File: src/rtl/stream_ctrl_pkg.sv
// Shared types and default sizing for the SDRAM stream test path.
package stream_ctrl_pkg;

    localparam int unsigned WORD_W         = 32;
    localparam int unsigned DEF_BURST_LEN  = 8;
    localparam int unsigned DEF_FIFO_DEPTH = 16;
    localparam int unsigned DEF_ADDR_W     = 22;

    typedef enum logic [2:0] {
        IDLE,
        RUN,
        REQ,
        BURST,
        FLUSH
    } state_t;

endpackage

File: src/rtl/stream_fifo.sv
// Synchronous first-word-fall-through FIFO; a push while full is accepted only
// when a pop happens in the same cycle. An empty FIFO presents 0 at its head.
module stream_fifo #(
    parameter int unsigned DEPTH = 16,
    parameter int unsigned WIDTH = 32
) (
    input  logic                     clk,
    input  logic                     rst,
    input  logic                     clear,
    input  logic                     push,
    input  logic                     pop,
    input  logic [WIDTH-1:0]         din,
    output logic [WIDTH-1:0]         dout,
    output logic [$clog2(DEPTH):0]   level,
    output logic                     full,
    output logic                     empty
);
    localparam int unsigned PTR_W = $clog2(DEPTH);
    localparam int unsigned LVL_W = PTR_W + 1;

    logic [WIDTH-1:0] mem [DEPTH];
    logic [PTR_W-1:0] wr_ptr;
    logic [PTR_W-1:0] rd_ptr;
    logic             push_ok;
    logic             pop_ok;

    assign full    = (level == LVL_W'(DEPTH));
    assign empty   = (level == '0);
    assign pop_ok  = pop && !empty;
    assign push_ok = push && (!full || pop_ok);
    assign dout    = empty ? '0 : mem[rd_ptr];

    // Pointer and occupancy tracking; clear wins over any push/pop.
    always_ff @(posedge clk or posedge rst) begin
        if (rst) begin
            wr_ptr <= '0;
            rd_ptr <= '0;
            level  <= '0;
        end else if (clear) begin
            wr_ptr <= '0;
            rd_ptr <= '0;
            level  <= '0;
        end else begin
            if (push_ok) wr_ptr <= wr_ptr + PTR_W'(1);
            if (pop_ok)  rd_ptr <= rd_ptr + PTR_W'(1);
            level <= level + LVL_W'(push_ok) - LVL_W'(pop_ok);
        end
    end

    // Storage array; contents are don't-care until written.
    always_ff @(posedge clk) begin
        if (push_ok && !clear) mem[wr_ptr] <= din;
    end

endmodule

File: src/rtl/stream_burst_scheduler.sv
// Buffers the counter stream and packs it into linear fixed-length SDRAM write
// bursts, flagging dropped words. Define STREAM_STATS_EN to add the
// words_written / drop_count statistics outputs.
module stream_burst_scheduler
    import stream_ctrl_pkg::*;
#(
    parameter int unsigned BURST_LEN  = DEF_BURST_LEN,
    parameter int unsigned FIFO_DEPTH = DEF_FIFO_DEPTH,
    parameter int unsigned ADDR_W     = DEF_ADDR_W
) (
    input  logic              clk,
    input  logic              rst,
    input  logic              start,
    input  logic              stop,
    output logic              gen_enable,
    input  logic [WORD_W-1:0] gen_data,
    input  logic              gen_rdy,
    output logic              wr_req,
    output logic [ADDR_W-1:0] wr_addr,
    input  logic              wr_ack,
    output logic [WORD_W-1:0] wr_data,
    input  logic              wr_next,
    output logic              busy,
    output logic              done,
    output logic              overflow
`ifdef STREAM_STATS_EN
    ,
    output logic [31:0]       words_written,
    output logic [15:0]       drop_count
`endif
);
    localparam int unsigned LVL_W = $clog2(FIFO_DEPTH) + 1;
    localparam int unsigned CNT_W = $clog2(BURST_LEN);

    state_t            state;
    state_t            state_nxt;
    logic              stop_pending;
    logic              stop_pending_nxt;
    logic [ADDR_W-1:0] addr_nxt;
    logic [CNT_W-1:0]  pop_cnt;
    logic [LVL_W-1:0]  fifo_level;
    logic              fifo_full;
    logic              fifo_empty;
    logic              fifo_clear_c;
    logic              accept_c;
    logic              push_c;
    logic              pop_c;
    logic              drop_c;
    logic              last_pop_c;
    logic              stop_req_c;

    assign accept_c   = (state == RUN) || (state == REQ) || (state == BURST);
    assign push_c     = gen_rdy && accept_c;
    assign pop_c      = (state == BURST) && wr_next && !fifo_empty;
    assign drop_c     = push_c && fifo_full && !pop_c;
    assign last_pop_c = pop_c && (pop_cnt == CNT_W'(BURST_LEN - 1));
    assign stop_req_c = stop || stop_pending;

    stream_fifo #(
        .DEPTH (FIFO_DEPTH),
        .WIDTH (WORD_W)
    ) u_fifo (
        .clk   (clk),
        .rst   (rst),
        .clear (fifo_clear_c),
        .push  (push_c),
        .pop   (pop_c),
        .din   (gen_data),
        .dout  (wr_data),
        .level (fifo_level),
        .full  (fifo_full),
        .empty (fifo_empty)
    );

    // Next-state, address advance, stop latch and FIFO clear decode.
    always_comb begin
        state_nxt        = state;
        stop_pending_nxt = stop_pending;
        addr_nxt         = wr_addr;
        fifo_clear_c     = 1'b0;
        case (state)
            IDLE: begin
                if (start) begin
                    state_nxt    = RUN;
                    addr_nxt     = '0;
                    fifo_clear_c = 1'b1;
                end
            end
            RUN: begin
                if (stop_req_c)                          state_nxt = FLUSH;
                else if (fifo_level >= LVL_W'(BURST_LEN)) state_nxt = REQ;
            end
            REQ: begin
                if (wr_ack) state_nxt = BURST;
            end
            BURST: begin
                if (last_pop_c) begin
                    addr_nxt  = wr_addr + ADDR_W'(BURST_LEN);
                    state_nxt = stop_req_c ? FLUSH : RUN;
                end
            end
            FLUSH: begin
                fifo_clear_c = 1'b1;
                state_nxt    = IDLE;
            end
            default: state_nxt = IDLE;
        endcase
        if (state != IDLE && stop) stop_pending_nxt = 1'b1;
        if (state_nxt == IDLE)     stop_pending_nxt = 1'b0;
    end

    // State, stop latch, burst address and pop counter registers.
    always_ff @(posedge clk or posedge rst) begin
        if (rst) begin
            state        <= IDLE;
            stop_pending <= 1'b0;
            wr_addr      <= '0;
            pop_cnt      <= '0;
        end else begin
            state        <= state_nxt;
            stop_pending <= stop_pending_nxt;
            wr_addr      <= addr_nxt;
            if (pop_c) pop_cnt <= pop_cnt + CNT_W'(1);
        end
    end

    // Registered control outputs decoded from the upcoming state.
    always_ff @(posedge clk or posedge rst) begin
        if (rst) begin
            gen_enable <= 1'b0;
            wr_req     <= 1'b0;
            busy       <= 1'b0;
            done       <= 1'b0;
        end else begin
            gen_enable <= ((state_nxt == RUN) || (state_nxt == REQ) || (state_nxt == BURST))
                          && !stop_pending_nxt;
            wr_req     <= (state_nxt == REQ);
            busy       <= (state_nxt != IDLE);
            done       <= (state == FLUSH);
        end
    end

    // Sticky loss flag, cleared when a new run starts.
    always_ff @(posedge clk or posedge rst) begin
        if (rst)                          overflow <= 1'b0;
        else if (state == IDLE && start)  overflow <= 1'b0;
        else if (drop_c)                  overflow <= 1'b1;
    end

`ifdef STREAM_STATS_EN
    // Run statistics: words handed to the controller and saturating drop count.
    always_ff @(posedge clk or posedge rst) begin
        if (rst) begin
            words_written <= '0;
            drop_count    <= '0;
        end else if (state == IDLE && start) begin
            words_written <= '0;
            drop_count    <= '0;
        end else begin
            if (pop_c) words_written <= words_written + 32'd1;
            if (drop_c && drop_count != 16'hFFFF) drop_count <= drop_count + 16'd1;
        end
    end
`endif

endmodule

File: config.mk
export PLATFORM = sky130hd
export DESIGN_NAME = stream_burst_scheduler
export DESIGN_NICKNAME = d
export VERILOG_FILES = /design/src/rtl/stream_ctrl_pkg.sv /design/src/rtl/stream_fifo.sv /design/src/rtl/stream_burst_scheduler.sv
export SDC_FILE = /design/constraint.sdc
export NUM_CORES = 1
export LEC_CHECK = 0
export ABC_AREA = 1
export CORE_MARGIN = 5
export CORE_UTILIZATION = 35
export CTS_CLUSTER_DIAMETER = 200
export DETAILED_ROUTE_END_ITERATION = 12
export HOLD_SLACK_MARGIN = 0.05
export REMOVE_ABC_BUFFERS = 1
export SLEW_MARGIN = 20
export SYNTH_ARGS = -nofsm -noshare
export SYNTH_HDL_FRONTEND = slang
export SYNTH_SLANG_ARGS = --single-unit
File: constraint.sdc
create_clock -name clk -period 9.5 [get_ports clk]
set_clock_uncertainty 0.05 [all_clocks]
set_input_delay 1.425 -clock clk [delete_from_list [all_inputs] [get_ports clk]]
set_output_delay 1.425 -clock clk [all_outputs]
set_load 0.005 [all_outputs]
Word-level counts from Yosys, hierarchy flattened
Memory sizes are Yosys's and may differ from the RTL's.
Index checks and enable logic that the tools add are counted.
{"block": "word_totals", "regBits": 47, "mem_bits_rw": 512, "input_bits": 39, "out_inout_bits": 59, "word_cells": 88, "n_memories": 1}
{"name": "u_fifo.mem", "depth": 16, "width": 32, "rd": 1, "rd_clocked_by_memory_dff": 0, "write_ports": 1, "line": "stream_fifo.sv:21", "text": "logic [WIDTH-1:0] mem [DEPTH];"}
{"block": "classes", "add_sub_neg": 6, "magnitude_cmp": 1, "eq_ne": 11, "mux": 24, "reduce_logical": 33}
{"op": "two-way mux 22 bit", "n": 2}
{"op": "case mux 22 bit (2 select lines)", "n": 1}
{"op": "two-way mux 32 bit", "n": 1}
{"op": "adder 22 x 4 -> 22 bit, second input constant", "n": 1}
{"op": "two-way mux 3 bit", "n": 6}
{"op": "two-way mux 4 bit", "n": 4}
{"op": "equality test 3 x 2 -> 1 bit, second input constant", "n": 4}
{"op": "logical AND 1 bit", "n": 12}
{"op": "case mux 3 bit (4 select lines)", "n": 1}
{"op": "adder 4 x 1 -> 4 bit, second input constant", "n": 2}
{"op": "nonzero test 2 bit", "n": 4}
{"op": "two-way mux 1 bit", "n": 7}
{"op": "equality test 3 x 1 -> 1 bit, second input constant", "n": 2}
{"op": "equality test 3 bit, second input constant", "n": 2}
{"op": "zero test 3 bit", "n": 2}
{"op": "logical OR 1 bit", "n": 6}
{"op": "nonzero test 3 bit", "n": 2}
{"op": "adder 5 x 1 -> 5 bit", "n": 1}
{"op": "equality test 5 bit, second input constant", "n": 1}
{"op": "greater-or-equal comparator 5 x 4 -> 1 bit, second input constant", "n": 1}
{"op": "zero test 1 bit", "n": 5}
{"op": "zero test 5 bit", "n": 1}
{"op": "two-way mux 5 bit", "n": 1}
{"op": "subtractor 5 x 1 -> 5 bit", "n": 1}
{"op": "4 further kinds", "n": 5}

Longest topological paths before layout
{"block": "depth", "depth_word": 10, "mapped_depth": 13, "depth_no_buf": 13}

By module
A second synthesis with hierarchy kept.
{"block": "hier_totals", "hier_cells": 2152, "hier_area_um2": 23456.2}
{"module": "stream_fifo", "n_inst": 1, "cells_per_inst": 1908, "area_per_inst_um2": 21630.7}
{"module": "stream_burst_scheduler", "n_inst": 1, "cells_per_inst": 244, "area_per_inst_um2": 1825.5}

Least setup slack after synthesis
Ideal clock, no wire load.
{"block": "synth_path", "path_kind": "in2reg", "startpoint": "input wr_next", "endpoint": "memory u_fifo.mem[10][0], enable pin", "arrival_ns": 4.194, "required_ns": 8.989, "setup_slack_ns": 4.795, "path_stages": 7, "path_buffers": 1, "path_cell_list": "inv_1 nor2_8 nand2_4 nand2_4 nand2_4 buf_6 nor3_1"}
{"block": "synth_via", "elab_chain_cells": 8}
{"element": "start, declared", "line": "stream_burst_scheduler.sv:22", "text": "input logic wr_next,"}
{"element": "logical AND 1 bit (2 in a row)", "line": "stream_burst_scheduler.sv:54", "text": "assign pop_c = (state == BURST) && wr_next && !fifo_empty;"}
{"element": "logical AND 1 bit", "line": "stream_fifo.sv:29", "text": "assign pop_ok = pop && !empty;"}
{"element": "logical OR 1 bit", "line": "stream_fifo.sv:30", "text": "assign push_ok = push && (!full || pop_ok);"}
{"element": "logical AND 1 bit", "line": "stream_fifo.sv:30"}
{"element": "logical AND 1 bit", "line": "stream_fifo.sv:52", "text": "if (push_ok && !clear) mem[wr_ptr] <= din;"}
{"element": "two-way mux 1 bit", "line": "stream_fifo.sv:52"}
{"element": "two-way mux 1 bit (implied by the code)", "line": "stream_fifo.sv:52"}
{"element": "end, declared", "line": "stream_fifo.sv:21"}
Every way passes these cells.

Final worst setup path
{"block": "layout_path", "startpoint": "register u_fifo.rd_ptr[0]", "endpoint": "output wr_data[30]"}
{"block": "layout_via", "elab_chain_cells": 2}
{"element": "start, declared", "line": "stream_fifo.sv:23", "text": "logic [PTR_W-1:0] rd_ptr;"}
{"element": "start signal, assigned", "line": "stream_fifo.sv:45", "text": "if (pop_ok) rd_ptr <= rd_ptr + PTR_W'(1);"}
{"element": "memory read (16 x 32 bit)"}
{"element": "two-way mux 32 bit", "line": "stream_fifo.sv:31", "text": "assign dout = empty ? '0 : mem[rd_ptr];"}
{"element": "end, declared", "line": "stream_burst_scheduler.sv:21", "text": "output logic [WORD_W-1:0] wr_data,"}
Every way passes these cells.

==> results.yml <==
pwr:
  cellLeakagePower_uw: 0.00964
  p_per_area_mw_per_mm2: 261
  peakVddDrop_mv: 0.172
synthesis:
  syn_area_per_cell_um2: 11.6
  synth_edf_count: 512
  yosysSeqAreaShare: 0.709
  syn_area_mm2: 0.0233
  yosys_most_used_dff: "edfxtp_1"
  ys_async_sr_fraction: 0.0791
  synth_top_area_cell: "edfxtp_1"
  synth_top_area_frac: 0.661
  yosysUniqueCellTypes: 34
  synth_common_cells: "nand2_1 (621), edfxtp_1 (512), nand3_1 (279), nor2_1 (106), a21oi_1 (104)"
  yosys_register_bits: 556
  yosysMostFrequentCell: "nand2_1"
  synth_warnings: 0
  synthCells: 2010
  synth_area_leaders: "edfxtp_1 (66%), nand2_1 (10%), nand3_1 (6.0%), dfrtp_1 (4.7%), a21oi_1 (2.2%)"
floorplanning:
  die-area_mm2: 0.0717
  fp.coreArea_mm2: 0.0659
  fp.dieW_um: 268
  die_h_um: 268
  initial_core_util: 0.353
  ios: 98
  rows: 94
sta:
  tns_ns: 0
  timing_max_transition_violations_final: 0
  worst_pin_slew_ns: 0.986
  maxSlewHeadroom: 0.343
  layout_min_cycle_time_ns: 6.21
  period_share: 0.654
  rsz0062_at_grt: "no"
  fmax_mhz: 161
  finalHoldViolations: 0
  finalSetupViolations: 0
cells_and_area:
  nets: 2135
  layout-drive-gt1-share: 0.0776
  utilization: 0.408
  ff_latch_area_mm2: 0.0165
  area_growth_pct: 15.7
  nFillCells: 6102
  multi_input_area_mm2: 0.00597
global_routing:
  grt_start_max_net_pins: 153
  antenna_found_initial: 2
  grt_remaining_overflow: 0
  grt_usage: 0.154
  grt_pass1_wl_um: 87000
  grt_pass1_vias: 14792
setup_path:
  crit_path_end_kind: "primary output"
  slowest_stage: "dfrtp_4"
  cpPeakStageDelay_ns: 0.87
  endpoint: "wr_data[30]"
  startpoint: "u_fifo.rd_ptr[0]"
  crit_type: "flip-flop to primary output"
  worstPathRequired_ns: 8.03
  path_max_fanout: 107
  critical_path.cell_chain: "buf_6 -> buf_4 -> nand2_1 -> nand3_1 -> nand2_1 -> a21oi_1 -> o31ai_1 -> a21oi_1 -> clkdlybuf4s50_1"
  r2r-end: "u_fifo.mem[12][8]"
  r2r_start: "u_fifo.level[2]"
  path_buf_inv: 3
  cp-start-kind: "flip-flop"
  cp_top_family: "buffers and inverters"
  r2r_slack_ns: 6.57
  crit_cells: 9
  crit_arrival_ns: 4.74
  r2r_cells: 10
clocking:
  post_cts_resized: 0
  cts_max_level: 2
  cts_hold_buf: 0
  clock_path_buffers: 3
  cts_tree: "built"
  cts_setup_buffers: 0
  root_buffer: "clkbuf_16"
  clock_latency_ns: 0.62
  cts-buffers-inserted: 57
  clkTransAtPathRegs_ns: 0.06
  cts.sinks: 556
placed_design:
  place_congestion: 0.781
  dpl.hpwl_um: 28600
  io_buffer_count: 94
detailed_routing:
  routed_wl_um: 56300
  vias: 15021
  viasPerCell: 5.02
  drt.antenna.violating_nets: 0
  drt-pass1-iter-count: 5
  wl_per_cell_um: 18.8
  drt_iter0_markers: 1232
  drc: 0
run:
  max_cap_violations: 0
worst_hold_path:
  worstHoldPathType: "flip-flop to flip-flop"
outcome:
  outcome: "finished, final reports clean"
## per-layer routing
| layer | vias to the layer above | global-route usage | share of wire |
|---|---|---|---|
| met3 | 60 | 0.0298 | 0.051 |
| met1 | 7448 | 0.212 | 0.45 |
| met5 | - | 0 | 0.00023 |
| met2 | 352 | 0.257 | 0.49 |
| li1 | 7159 | - | - |
| met4 | 2 | 0.0314 | 0.014 |
## flip-flops by register name, summed over array words and instances (netlist names), 3 cells and up
register	count
wr_addr	19
state	3
u_fifo.rd_ptr	4
u_fifo.level	5
pop_cnt	3
u_fifo.mem	512
u_fifo.wr_ptr	4
## worst reg2reg max path: cells and delay by family, from the launching register on
kind                       cells  cell delay, ns
and+or+nand+nor                6            1.25
buffers and inverters          3            0.69
DFF                            1            0.35
adders and majority gates      1            0.22
## where the power goes
part	internal (uW)	switching (uW)
combinational	660	1170
sequential	2790	82.9
clock	1360	938
## worst min path at each step
stage               startpoint         end  depth (start not counted)
floorplan           pop_cnt[0]  pop_cnt[0]                          1
global placement    pop_cnt[1]  pop_cnt[1]                          2
detailed placement  pop_cnt[2]  pop_cnt[2]                          2
CTS                 pop_cnt[2]  pop_cnt[2]                          2
global route        pop_cnt[0]  pop_cnt[0]                          1
finish              pop_cnt[2]  pop_cnt[2]                          2
## area by class of cell
cell class	count	share of cell area
inverter	62	0.00930
antenna	2	0.000186
sequential	556	0.613
timing repair buffer	124	0.0436
tap	864	0.0402
clock inverter	40	0.0171
clock buffer	65	0.0549
multi-input combinational	1278	0.222
## through the flow
stage,instance area [um2],instances,power [uW],setup slack (ns),hold WS (ns)
3_5_place_dp,24900,2884,4790,3.67,0.431
3_3_place_gp,24900,2884,4760,3.67,0.415
2_1_floorplan,22600,1896,4070,0.933,0.403
5_1_grt,26900,2989,7400,2.85,0.460
6_report,26900,2991,7010,3.29,0.441
4_1_cts,26900,2989,7100,2.97,0.446
## placed cells by master, fill, tap and decap left out, drive strengths merged, types with 16 or more instances in the layout
master         instances
o31ai                 35
inv                   61
o21ai                 51
nor3                  19
a21oi                105
nand3                282
dfrtp                 44
buf                   30
nand4                 16
nand2                628
edfxtp               512
clkdlybuf4s50         94
ha                    16
nor2                 111
clkbuf                65
clkinv                28
## logic make-up (layout without fill, tap and decap cells)
family | after synthesis | in the layout | synth area share
xor gates and xnor gates | 9 | 9 | 0.00339
other | 1 | 5 | 0.000161
and+or+nand+nor | 1056 | 1056 | 0.194
adders and majority gates | 17 | 17 | 0.00947
DFF | 556 | 556 | 0.709
AOI/OAI and AO/OA | 193 | 193 | 0.0457
buffers and inverters | 178 | 291 | 0.0390
Note: power is estimated with default switching activity, not from simulation.
